$ cat src/rtl/varredura_pkg.sv
// Shared state encoding and sizes for the column-letter scanner.
// Build macro VARREDURA_BLANK_EN adds the BLANK state between columns.
package varredura_pkg;

   localparam int COL_W   = 3;
   localparam int MAX_COL = 8;

   typedef enum logic [1:0] {
      IDLE  = 2'd0,
      SCAN  = 2'd1
`ifdef VARREDURA_BLANK_EN
      ,BLANK = 2'd2
`endif
   } state_t;

endpackage

$ cat src/rtl/divisor_tick.sv
// Column-hold prescaler: counts enabled cycles 0..DIV_MAX and flags the terminal one.
// clr holds the count at zero so each column starts a fresh hold period.
module divisor_tick #(
   parameter int DIV_MAX = 49999
) (
   input  logic clk,
   input  logic reset,
   input  logic enable,
   input  logic clr,
   output logic tick
);

   localparam int CW = (DIV_MAX > 0) ? $clog2(DIV_MAX + 1) : 1;
   localparam logic [CW-1:0] TERM = CW'(DIV_MAX);

   logic [CW-1:0] cnt_q, cnt_d;

   always_comb begin
      cnt_d = cnt_q;
      if (clr)
         cnt_d = '0;
      else if (enable)
         cnt_d = (cnt_q == TERM) ? '0 : cnt_q + CW'(1);
   end

   always_ff @(posedge clk or posedge reset) begin
      if (reset)
         cnt_q <= '0;
      else
         cnt_q <= cnt_d;
   end

   assign tick = enable && !clr && (cnt_q == TERM);

endmodule

$ cat src/rtl/varredura_coluna_letra.sv
// Column scanner for a letter display: one-hot column drive plus 3-bit column code.
// Build macro VARREDURA_BLANK_EN inserts BLANK_CYC dark cycles between columns.
module varredura_coluna_letra
   import varredura_pkg::*;
#(
   parameter int DIV_MAX   = 49999,
   parameter int NUM_COL   = 5,
   parameter int BLANK_CYC = 2
) (
   input  logic               clk,
   input  logic               reset,
   input  logic               enable,
   input  logic               start,
   input  logic               continuo,
   input  logic               stop,
   output logic               A,
   output logic               B,
   output logic               C,
   output logic [NUM_COL-1:0] col_sel,
   output logic               busy,
   output logic               frame_done,
   output logic [1:0]         dbg_state_o
);

   if (NUM_COL < 2 || NUM_COL > MAX_COL || BLANK_CYC < 1 || BLANK_CYC > 255) begin : g_param_check
      $error("varredura_coluna_letra: NUM_COL or BLANK_CYC out of range");
   end

   localparam logic [NUM_COL-1:0] SEL0 = {{(NUM_COL-1){1'b0}}, 1'b1};
   localparam logic [COL_W-1:0]   LAST_COL = COL_W'(NUM_COL - 1);

   state_t             state_q;
   logic [COL_W-1:0]   col_q;
   logic [NUM_COL-1:0] col_sel_q;
   logic               busy_q;
   logic               done_q;
   logic               tick;
   logic               last_col;
   logic [COL_W-1:0]   col_d;

`ifdef VARREDURA_BLANK_EN
   localparam logic [7:0] BLANK_LAST = 8'(BLANK_CYC - 1);
   logic [7:0]         blank_q;
   logic [NUM_COL-1:0] cur_sel;
   assign cur_sel = SEL0 << col_q;
`else
   logic [NUM_COL-1:0] next_sel;
   assign next_sel = SEL0 << col_d;
`endif

   // The last column wraps to 0 so code NUM_COL never appears.
   assign last_col = (col_q == LAST_COL);
   assign col_d    = last_col ? '0 : col_q + COL_W'(1);

   divisor_tick #(.DIV_MAX(DIV_MAX)) u_div (
      .clk    (clk),
      .reset  (reset),
      .enable (enable),
      .clr    (state_q != SCAN),
      .tick   (tick)
   );

   always_ff @(posedge clk or posedge reset) begin
      if (reset) begin
         state_q   <= IDLE;
         col_q     <= '0;
         col_sel_q <= '0;
         busy_q    <= 1'b0;
         done_q    <= 1'b0;
`ifdef VARREDURA_BLANK_EN
         blank_q   <= '0;
`endif
      end else if (stop) begin
         // Abort wins over start and over the freeze; an aborted frame never reports done.
         state_q   <= IDLE;
         col_q     <= '0;
         col_sel_q <= '0;
         busy_q    <= 1'b0;
         done_q    <= 1'b0;
`ifdef VARREDURA_BLANK_EN
         blank_q   <= '0;
`endif
      end else if (!enable) begin
         done_q <= 1'b0;
      end else begin
         done_q <= 1'b0;
         case (state_q)
            IDLE: begin
               if (start) begin
                  state_q   <= SCAN;
                  col_q     <= '0;
                  col_sel_q <= SEL0;
                  busy_q    <= 1'b1;
               end
            end
            SCAN: begin
               if (tick) begin
                  col_q <= col_d;
                  if (last_col)
                     done_q <= 1'b1;
                  if (last_col && !continuo) begin
                     state_q   <= IDLE;
                     col_sel_q <= '0;
                     busy_q    <= 1'b0;
                  end else begin
`ifdef VARREDURA_BLANK_EN
                     state_q   <= BLANK;
                     col_sel_q <= '0;
                     blank_q   <= '0;
`else
                     col_sel_q <= next_sel;
`endif
                  end
               end
            end
`ifdef VARREDURA_BLANK_EN
            BLANK: begin
               if (blank_q == BLANK_LAST) begin
                  state_q   <= SCAN;
                  col_sel_q <= cur_sel;
                  blank_q   <= '0;
               end else begin
                  blank_q <= blank_q + 8'd1;
               end
            end
`endif
            default: begin
               state_q   <= IDLE;
               col_sel_q <= '0;
               busy_q    <= 1'b0;
            end
         endcase
      end
   end

   assign {A, B, C}   = col_q;
   assign col_sel     = col_sel_q;
   assign busy        = busy_q;
   assign frame_done  = done_q;
   assign dbg_state_o = state_q;

endmodule

$ cat config.mk
export PLATFORM = sky130hd
export DESIGN_NAME = varredura_coluna_letra
export DESIGN_NICKNAME = d
export VERILOG_FILES = /design/src/rtl/varredura_pkg.sv /design/src/rtl/divisor_tick.sv /design/src/rtl/varredura_coluna_letra.sv
export SDC_FILE = /design/constraint.sdc
export NUM_CORES = 1
export LEC_CHECK = 0
export ABC_AREA = 1
export CORE_UTILIZATION = 25
export CTS_BUF_LIST = sky130_fd_sc_hd__clkbuf_2
export DETAILED_ROUTE_END_ITERATION = 10
export MAX_ROUTING_LAYER = met4
export PLACE_DENSITY = 0.45
export SLEW_MARGIN = 20
export SYNTH_ARGS = -nofsm -noshare
export SYNTH_HDL_FRONTEND = slang
export SYNTH_SLANG_ARGS = --single-unit
export TNS_END_PERCENT = 1
$ cat constraint.sdc
create_clock -name clk -period 1.5 [get_ports clk]
set_clock_uncertainty 0.2 [all_clocks]
set_input_delay 0.375 -clock clk [delete_from_list [all_inputs] [get_ports clk]]
set_output_delay 0.375 -clock clk [all_outputs]
set_load 0.01 [all_outputs]
==> results of run 1 <==
[flip-flops by register name, summed over array words and instances (netlist names)]
register,flops
u_div.cnt_q,16
col_sel,5
col_q,3
busy,1
frame_done,1
[layout by cell type (no fill, tap or decap), types with 2 or more instances in the layout]
cell	n
sky130_fd_sc_hd__nor3_2	2
sky130_fd_sc_hd__nand3_1	16
sky130_fd_sc_hd__o21ai_1	8
sky130_fd_sc_hd__nand2_1	57
sky130_fd_sc_hd__buf_6	9
sky130_fd_sc_hd__xor2_1	5
sky130_fd_sc_hd__o21ai_2	2
sky130_fd_sc_hd__dfrtp_1	25
sky130_fd_sc_hd__inv_2	3
sky130_fd_sc_hd__inv_4	2
sky130_fd_sc_hd__nand2_4	2
sky130_fd_sc_hd__nor2_2	11
sky130_fd_sc_hd__clkdlybuf4s50_1	5
sky130_fd_sc_hd__buf_4	45
sky130_fd_sc_hd__ha_4	2
sky130_fd_sc_hd__nand3_2	7
sky130_fd_sc_hd__nand2_2	5
sky130_fd_sc_hd__buf_12	2
sky130_fd_sc_hd__ha_1	2
sky130_fd_sc_hd__nor2_1	15
sky130_fd_sc_hd__nor2_4	3
sky130_fd_sc_hd__buf_2	7
sky130_fd_sc_hd__nand4_1	6
sky130_fd_sc_hd__o21ai_0	3
sky130_fd_sc_hd__inv_1	17
sky130_fd_sc_hd__o21bai_1	3
sky130_fd_sc_hd__clkbuf_2	3
sky130_fd_sc_hd__xnor2_1	2
[final timing paths]
path	cells past startpoint	end	startpoint	slack, ns
max in group asynchronous	3	busy$_DFFE_PP0P_	reset	0.85
worst min register to register	2	col_sel[2]$_DFFE_PP0P_	col_sel[2]$_DFFE_PP0P_	0.35
worst min-delay path	3	col_sel[2]$_DFFE_PP0P_	reset	0.09
worst max register to register	11	col_sel[4]$_DFFE_PP0P_	col_q[1]$_DFFE_PP0P_	-0.17
worst max-delay path	2	C	col_q[0]$_DFFE_PP0P_	-0.18
min in group clk	2	col_sel[2]$_DFFE_PP0P_	col_sel[2]$_DFFE_PP0P_	0.35
[cells in the mapped netlist, drive strengths merged]
cell    instances  area (sq um)
a21oi           2         10.01
inv            23         86.33
buf             4         31.27
o21ai          13         65.06
xor2            5         43.79
nor3            2         10.01
conb            1         3.750
nand3          23         137.6
nor2           29         121.4
o211ai          1         7.510
xnor2           2         17.52
ha              5         62.56
nand2          65         256.5
o21bai          3         22.52
dfrtp          26         650.6
nand4           6         37.54
o22ai           2         12.51
[where the power goes]
| part | internal [mW] | switching (mW) | total [mW] |
|---|---|---|---|
| sequential | 0.739 | 0.0340 | 0.774 |
| clock | 0.0579 | 0.223 | 0.281 |
| combinational | 0.235 | 0.247 | 0.482 |
| total | 1.03 | 0.504 | 1.54 |
[through the flow]
stage	power, mW	std cells	area [sq um]	hold slack (ns)	worst slack (ns)
finish	1.537	356	2390	0.09159	-0.1753
global route	1.649	356	2390	0.04372	-0.2906
CTS	1.560	354	2310	0.05201	-0.2104
detailed placement	1.144	340	2131	0.2967	-0.4052
global placement	1.144	340	2131	0.2994	-0.4098
floorplan	0.9600	212	1588	0.2150	-0.02806
[cells by family (layout without fill, tap and decap cells)]
kind of cell / Yosys count / in the layout / synth area share
buffers and inverters: 27 / 95 / 0.07460
adders and majority gates: 5 / 5 / 0.03968
other: 1 / 1 / 0.002379
and+or+nand+nor: 125 / 126 / 0.3571
DFF: 26 / 26 / 0.4127
AOI/OAI and AO/OA: 21 / 21 / 0.07460
xor gates and xnor gates: 7 / 7 / 0.03889
[cell type report]
class | instances | area [sq um]
fillers | 621 | 3601
clock buffers | 3 | 15.01
multi-input cells | 160 | 962.2
well taps | 75 | 93.84
repair buffers | 68 | 564.3
clock inverters | 1 | 3.754
flip-flops and latches | 26 | 651.9
inverters | 23 | 98.84
[layer usage]
layer / wire (um) / GRT usage / part of all wire
met1: 1965 / 0.1741 / 0.46
met2: 2168 / 0.2692 / 0.51
met3: 105 / 0.02333 / 0.025
met4: 36 / 0.02679 / 0.0084
met5: 0 / - / 0
[critical path, stage by stage (launching register included)]
cell and delay, ns:
sky130_fd_sc_hd__dfrtp_1 0.47, sky130_fd_sc_hd__buf_4 0.15, sky130_fd_sc_hd__buf_2 0.13
[what timing repair did]
action | 4_1_cts | 5_1_grt
gates resized for setup | 82 | 20
cloned | 1 | 0
pin swaps | 12 | 11
setup buffers | 9 | 2
endpoints found under the setup margin | 36 | 37
==> impl_metrics.toml, run 1 <==
[outcome]
outcome = "finished with violations"
failed_checks = "setup timing"

[grt]
grt_antenna_before_repair = 0
grt_use_total = 0.1488
first_pass_grt_wire_length_mm = 7.245
first_global_vias = 1600
grt_overflow = 0
maximum_number_of_pins_on_one_net_before_global_route_repair = 27

[placement]
gp_congestion = 0.8665
place.detailed.hpwl_mm = 3.035
port-buffer-count = 16

[layout]
postLayoutCoreUtil = 0.3989
antenna_cells_inserted = 0
fin_nets = 293
synthesis_to_layout_area_growth_pct = 51.59
layout-drive-gt1-share = 0.3986

[route]
final_antenna_net_count = 0
postRouteWirelength_mm = 4.276
route.detailed.wl_per_inst_um = 12.01
drt_pre_antenna_iters = 4
num_vias = 1564
drt_iter0_markers = 61
vias_per_cell = 4.393
drt_drc = 0

[floorplan]
die_area_sq_um = 6628
core-area_sq_um = 5991
start_util = 0.2632
die_width_um = 81.41
row_count = 28
chipHeight_um = 81.41
boundaryPins = 18

[hold_path]
hp-class = "input pin to asynchronous set/reset pin"

[flow_run]
max_cap_violations = 0

[yosys]
netlist_instances = 212
sequential_element_share_of_the_synthesized_area = 0.4127
avgSynthCellArea_sq_um = 7.436
yosys_register_bits = 26
synthesis.yosys.warnings = 0
netlist_area_sq_um = 1577
synth_nets = 223
synthDistinctLibCells = 26

[worst_setup_path]
crit_fanout = 2
nature_of_the_critical_path_endpoint = "output pin"
path_class = "flop to output pin"
worst_ep_required_time_ns = 0.92
startpoint_type = "flop"
crit_arrival_ns = 1.10

[sta]
setup_viol = 33
final-hold-violation-count = 0
fmaxAchievable_mhz = 596.9
timing.final.ws_setup_ns = -0.1753
fin_crit_ns = 1.675
unrepaired_setup_endpoints_after_global_routing = "true"
final.setup.tns_ns = -2.100
min_period_over_period = 1.117
final_max_slew_viol_count = 0

[clock_tree]
cts_tree = "yes"
postCtsHoldBufs = 0
worstSkewPairLatency_ns = 0.36
ctsLongestPathBuffers = 2
cts.root.buffer_cell = "sky130_fd_sc_hd__clkbuf_2"
htree_levels = 1
numClockSinks = 26
clk_transition_reported_paths_ns = 0.26
cts_buffers = 3

[power_and_ir_drop]
irDropWorstVdd_mv = 0.4106
powerDensity_nw_per_um2 = 643.1
power.static_leakage_nw = 1.127
Power figures use the tool's default switching activity.
==> run 2: changes to the inputs <==
- PLACE_DENSITY: 0.45 -> 0.43
==> run 2 against run 1 <==
Against the previous run:
- the run still ends with setup timing left
- register-to-register slack barely moved
- via count decreased by 0.38%
- largest power group unchanged
- sequential share of layout area barely moved
- worst setup slack worse by 0.0090 ns
- wire length increased by 3.1%
- fmax decreased by 0.53%
- critical path depth unchanged
- non-clock buffer count fell by 3
- cell area grew 0.26%
==> impl_metrics.toml, run 2 (synthesis gave the netlist of run 1 again) <==
[outcome]
outcome = "finished with violations"
failed_checks = "setup timing"

[grt]
first_global_vias = 1561
grt_use_total = 0.1588
grt_antenna_before_repair = 0
first_pass_grt_wire_length_mm = 7.659
grt_overflow = 0
maximum_number_of_pins_on_one_net_before_global_route_repair = 27

[worst_setup_path]
reg_to_reg_critical_path_startpoint = "col_q[0]$_DFFE_PP0P_"
nature_of_the_critical_path_endpoint = "output pin"
worst_ep_required_time_ns = 0.92
crit_arrival_ns = 1.11
path_class = "flop to output pin"
reg2regPathDepth = 9
worst_path_largest_cell_delay_ns = 0.46
first_element_of_the_critical_path = "col_q[0]$_DFFE_PP0P_"
worst_path_max_delay_cell = "sky130_fd_sc_hd__dfrtp_1"
crit_path_cell_trace = "buf_4, buf_2"
crit_fanout = 2
startpoint_type = "flop"
r2r_setup_slack_ns = -0.16

[sta]
final_max_slew_viol_count = 0
fmaxAchievable_mhz = 593.7
timing.final.ws_setup_ns = -0.1843
timing.hold.ws_ns = 0.06996
fin_crit_ns = 1.684
final.setup.tns_ns = -1.598
min_period_over_period = 1.123
setup_viol = 24
final-hold-violation-count = 0
unrepaired_setup_endpoints_after_global_routing = "true"

[route]
num_vias = 1558
drt_pre_antenna_iters = 5
route.detailed.wl_per_inst_um = 12.52
drt_drc = 0
postRouteWirelength_mm = 4.408
final_antenna_net_count = 0
vias_per_cell = 4.426
drt_iter0_markers = 63

[placement]
dp_slack_ns = -0.4649
gp_congestion = 0.7803
dpl.cell_count = 339
place.detailed.hpwl_mm = 3.136
port-buffer-count = 16
post_dp_cell_area_sq_um = 2161

[floorplan]
die_area_sq_um = 6628
start_util = 0.2632
core-area_sq_um = 5991
boundaryPins = 18
chipHeight_um = 81.41
row_count = 28
die_width_um = 81.41

[power_and_ir_drop]
irDropWorstVdd_mv = 0.3719
power.static_leakage_nw = 1.115
post-layout-total-power_mw = 1.571
powerDensity_nw_per_um2 = 655.7

[clock_tree]
cts_buffers = 3
worstSkewPairLatency_ns = 0.37
cts.root.buffer_cell = "sky130_fd_sc_hd__clkbuf_2"
ctsLongestPathBuffers = 2
clk_transition_reported_paths_ns = 0.27
cts_tree = "yes"
htree_levels = 1
numClockSinks = 26

[hold_path]
hp-class = "input pin to asynchronous set/reset pin"

[layout]
postLayoutCoreUtil = 0.4000
largest_reg_flops = 16
mostFrequentLayoutCells = "56 x sky130_fd_sc_hd__nand2_1, 40 x sky130_fd_sc_hd__buf_4, 24 x sky130_fd_sc_hd__dfrtp_1"
final-instance-count-excl-fill = 352
fin_nets = 289
final_cell_area_sq_um = 2396
synthesis_to_layout_area_growth_pct = 51.98
antenna_cells_inserted = 0
layout-drive-gt1-share = 0.3682
mostFrequentLayoutCell = "sky130_fd_sc_hd__nand2_1"
registers.top_by_ff_count = "u_div.cnt_q"

[flow_run]
max_cap_violations = 0
[run 2: cell count changes in the layout (fill, tap and decap cells not counted), sizes merged]
cell   previous run  this run
buf              63        60
nand3            24        23
[run 2: timing repair]
action                     4_1_cts  5_1_grt
hold endpoints to repair         0        0
hold buffers                     0        0
setup endpoints to repair       36       37
pin swaps                       11       10
resized for setup               84       18
buffers inserted                 5        4
[run 2: final timing paths]
path / end
worst min register to register: col_sel[3]$_DFFE_PP0P_
max in group asynchronous: busy$_DFFE_PP0P_
worst max-delay path: C
worst min-delay path: u_div.cnt_q[1]$_DFFE_PP0P_
min in group clk: col_sel[3]$_DFFE_PP0P_
worst max register to register: col_sel[1]$_DFFE_PP0P_
[run 2: critical path: cells and delay by family, from the launching register on]
family	cells	cell delay, ns
buffers and inverters	2	0.28
flip-flops	1	0.46
[run 2: routing by layer]
metal	routed length [um]	track usage	vias to the layer above	share of wire
met4	31	0.02857	0	0.0070
met1	2003	0.1932	717	0.45
li1	-	-	808	-
met3	156	0.03556	4	0.035
met5	0	-	-	0
met2	2217	0.2700	29	0.50
[run 2: final cells by class]
cell class	count	area, sq um
Fill cell	632	3595
Multi-Input combinational cell	159	972.2
Sequential cell	26	653.1
Timing Repair Buffer	65	566.8
Tap cell	75	93.84
Inverter	23	91.34
Clock buffer	3	15.01
Clock inverter	1	3.754
[run 2: report_power, final]
group	leakage [nW]	internal, mW	total, mW	switching, mW
logic	0.746	0.264	0.511	0.248
clock network	0.0140	0.0579	0.289	0.231
registers	0.354	0.739	0.771	0.0316
==> run 3: changes to the inputs <==
- CELL_PAD_IN_SITES_DETAIL_PLACEMENT: unset -> 0
- CELL_PAD_IN_SITES_GLOBAL_PLACEMENT: unset -> 1
- PLACE_DENSITY: 0.43 -> 0.55
==> run 3 against run 2 <==
Against the previous run:
- die area unchanged
- the flow still finishes with violations (setup timing)
- worst hold slack gained 0.0052 ns
- largest cell class unchanged
- wire length hardly changed
- critical path type unchanged
- clock power about the same
- worst setup slack gained 0.033 ns
- sequential cell count unchanged
- via count decreased by 0.96%
- global-route usage is 0.27 points lower
==> impl_metrics.toml, run 3 (synthesis gave the netlist of run 1 again) <==
[floorplan]
core-area_sq_um = 5991
die_width_um = 81.41
chipHeight_um = 81.41
boundaryPins = 18
row_count = 28
die_area_sq_um = 6628
start_util = 0.2632

[layout]
mostFrequentLayoutCells = "55 x sky130_fd_sc_hd__nand2_1, 46 x sky130_fd_sc_hd__buf_4, 23 x sky130_fd_sc_hd__dfrtp_1"
layout-drive-gt1-share = 0.4057
fin_nets = 293
final_cell_area_sq_um = 2385
mostFrequentLayoutCell = "sky130_fd_sc_hd__nand2_1"
synthesis_to_layout_area_growth_pct = 51.27
largest_reg_flops = 16
registers.top_by_ff_count = "u_div.cnt_q"
antenna_cells_inserted = 0
postLayoutCoreUtil = 0.3981

[placement]
gp_congestion = 0.7511
place.detailed.hpwl_mm = 3.109
port-buffer-count = 16
post_dp_cell_area_sq_um = 2153

[clock_tree]
worstSkewPairLatency_ns = 0.37
cts_tree = "yes"
ctsLongestPathBuffers = 2
clk_transition_reported_paths_ns = 0.28
cts.root.buffer_cell = "sky130_fd_sc_hd__clkbuf_2"
postCtsHoldBufs = 0
numClockSinks = 26
cts_buffers = 3
htree_levels = 1

[flow_run]
max_cap_violations = 0

[grt]
maximum_number_of_pins_on_one_net_before_global_route_repair = 27
grt_antenna_before_repair = 0
grt_use_total = 0.1561
first_pass_grt_wire_length_mm = 7.562
grt_overflow = 0
first_global_vias = 1563

[route]
postRouteWirelength_mm = 4.410
vias_per_cell = 4.334
num_vias = 1543
drt_pre_antenna_iters = 4
final_antenna_net_count = 0
drt_drc = 0
route.detailed.wl_per_inst_um = 12.39
drt_iter0_markers = 58

[worst_setup_path]
worst_ep_required_time_ns = 0.92
crit_arrival_ns = 1.08
path_class = "flop to output pin"
startpoint_type = "flop"
crit_fanout = 2
r2r_setup_slack_ns = -0.12
nature_of_the_critical_path_endpoint = "output pin"

[sta]
timing.hold.ws_ns = 0.07515
setup_viol = 26
unrepaired_setup_endpoints_after_global_routing = "true"
fmaxAchievable_mhz = 605.6
timing.final.ws_setup_ns = -0.1513
min_period_over_period = 1.101
final.setup.tns_ns = -1.283
final_max_slew_viol_count = 0
fin_crit_ns = 1.651
final-hold-violation-count = 0

[power_and_ir_drop]
irDropWorstVdd_mv = 0.4299
powerDensity_nw_per_um2 = 619.8
post-layout-total-power_mw = 1.478
power.static_leakage_nw = 1.106

[outcome]
outcome = "finished with violations"
failed_checks = "setup timing"

[hold_path]
hp-class = "input pin to asynchronous set/reset pin"
run 3: cell types whose count changed in the layout (fill, tap and decap cells not counted), moves of 3 or more:
| cell | before | now |
|---|---|---|
| sky130_fd_sc_hd__buf_6 | 9 | 6 |
| sky130_fd_sc_hd__buf_12 | 4 | 1 |
| sky130_fd_sc_hd__inv_2 | 2 | 6 |
| sky130_fd_sc_hd__inv_1 | 19 | 15 |
| sky130_fd_sc_hd__buf_4 | 40 | 46 |
| sky130_fd_sc_hd__nand2_2 | 4 | 7 |
run 3: critical path, stage by stage (launching register included):
cell	delay, ns
sky130_fd_sc_hd__dfrtp_2	0.47
sky130_fd_sc_hd__buf_4	0.14
sky130_fd_sc_hd__buf_6	0.11
run 3: power by group:
| group | switching [mW] | internal [mW] |
|---|---|---|
| clock network | 0.228 | 0.0579 |
| registers | 0.0353 | 0.739 |
| logic | 0.222 | 0.196 |
run 3: repair_timing:
item / CTS / global route
pin swaps: 8 / 9
endpoints found under the setup margin: 35 / 37
cloned: 0 / 1
gates resized for setup: 82 / 26
setup buffers: 6 / 2
run 3: path summary, 6_finish.rpt:
check	from	to	depth (start not counted)
setup / recovery	col_q[0]$_DFFE_PP0P_	C	2
hold / removal	reset	u_div.cnt_q[3]$_DFFE_PP0P_	3
setup reg to reg	col_q[0]$_DFFE_PP0P_	col_sel[0]$_DFFE_PP0P_	10
hold reg to reg	col_sel[2]$_DFFE_PP0P_	col_sel[2]$_DFFE_PP0P_	2
max in group asynchronous	reset	col_q[0]$_DFFE_PP0P_	3
min in group clk	col_sel[2]$_DFFE_PP0P_	col_sel[2]$_DFFE_PP0P_	2
run 3: cell type report:
class / instances / area (sq um)
Fill cell: 614 / 3606
Multi-Input combinational cell: 160 / 983.4
Sequential cell: 26 / 654.4
Timing Repair Buffer: 68 / 543.0
Tap cell: 75 / 93.84
Inverter: 23 / 91.34
Clock buffer: 3 / 15.01
Clock inverter: 1 / 3.754
run 3: stage by stage:
step	setup WS [ns]	std cells
global placement	-0.3724	343
finish	-0.1513	356
floorplan	-0.02806	212
global route	-0.2181	356
detailed placement	-0.3739	343
CTS	-0.1704	353
run 3: metal layers:
metal	part of all wire	global-route usage	up-vias	routed length (um)
li1	-	-	820	-
met1	0.51	0.2118	704	2228
met2	0.47	0.2483	15	2058
met3	0.020	0.02000	4	88
met4	0.0082	0.03214	0	36
met5	0	-	-	0
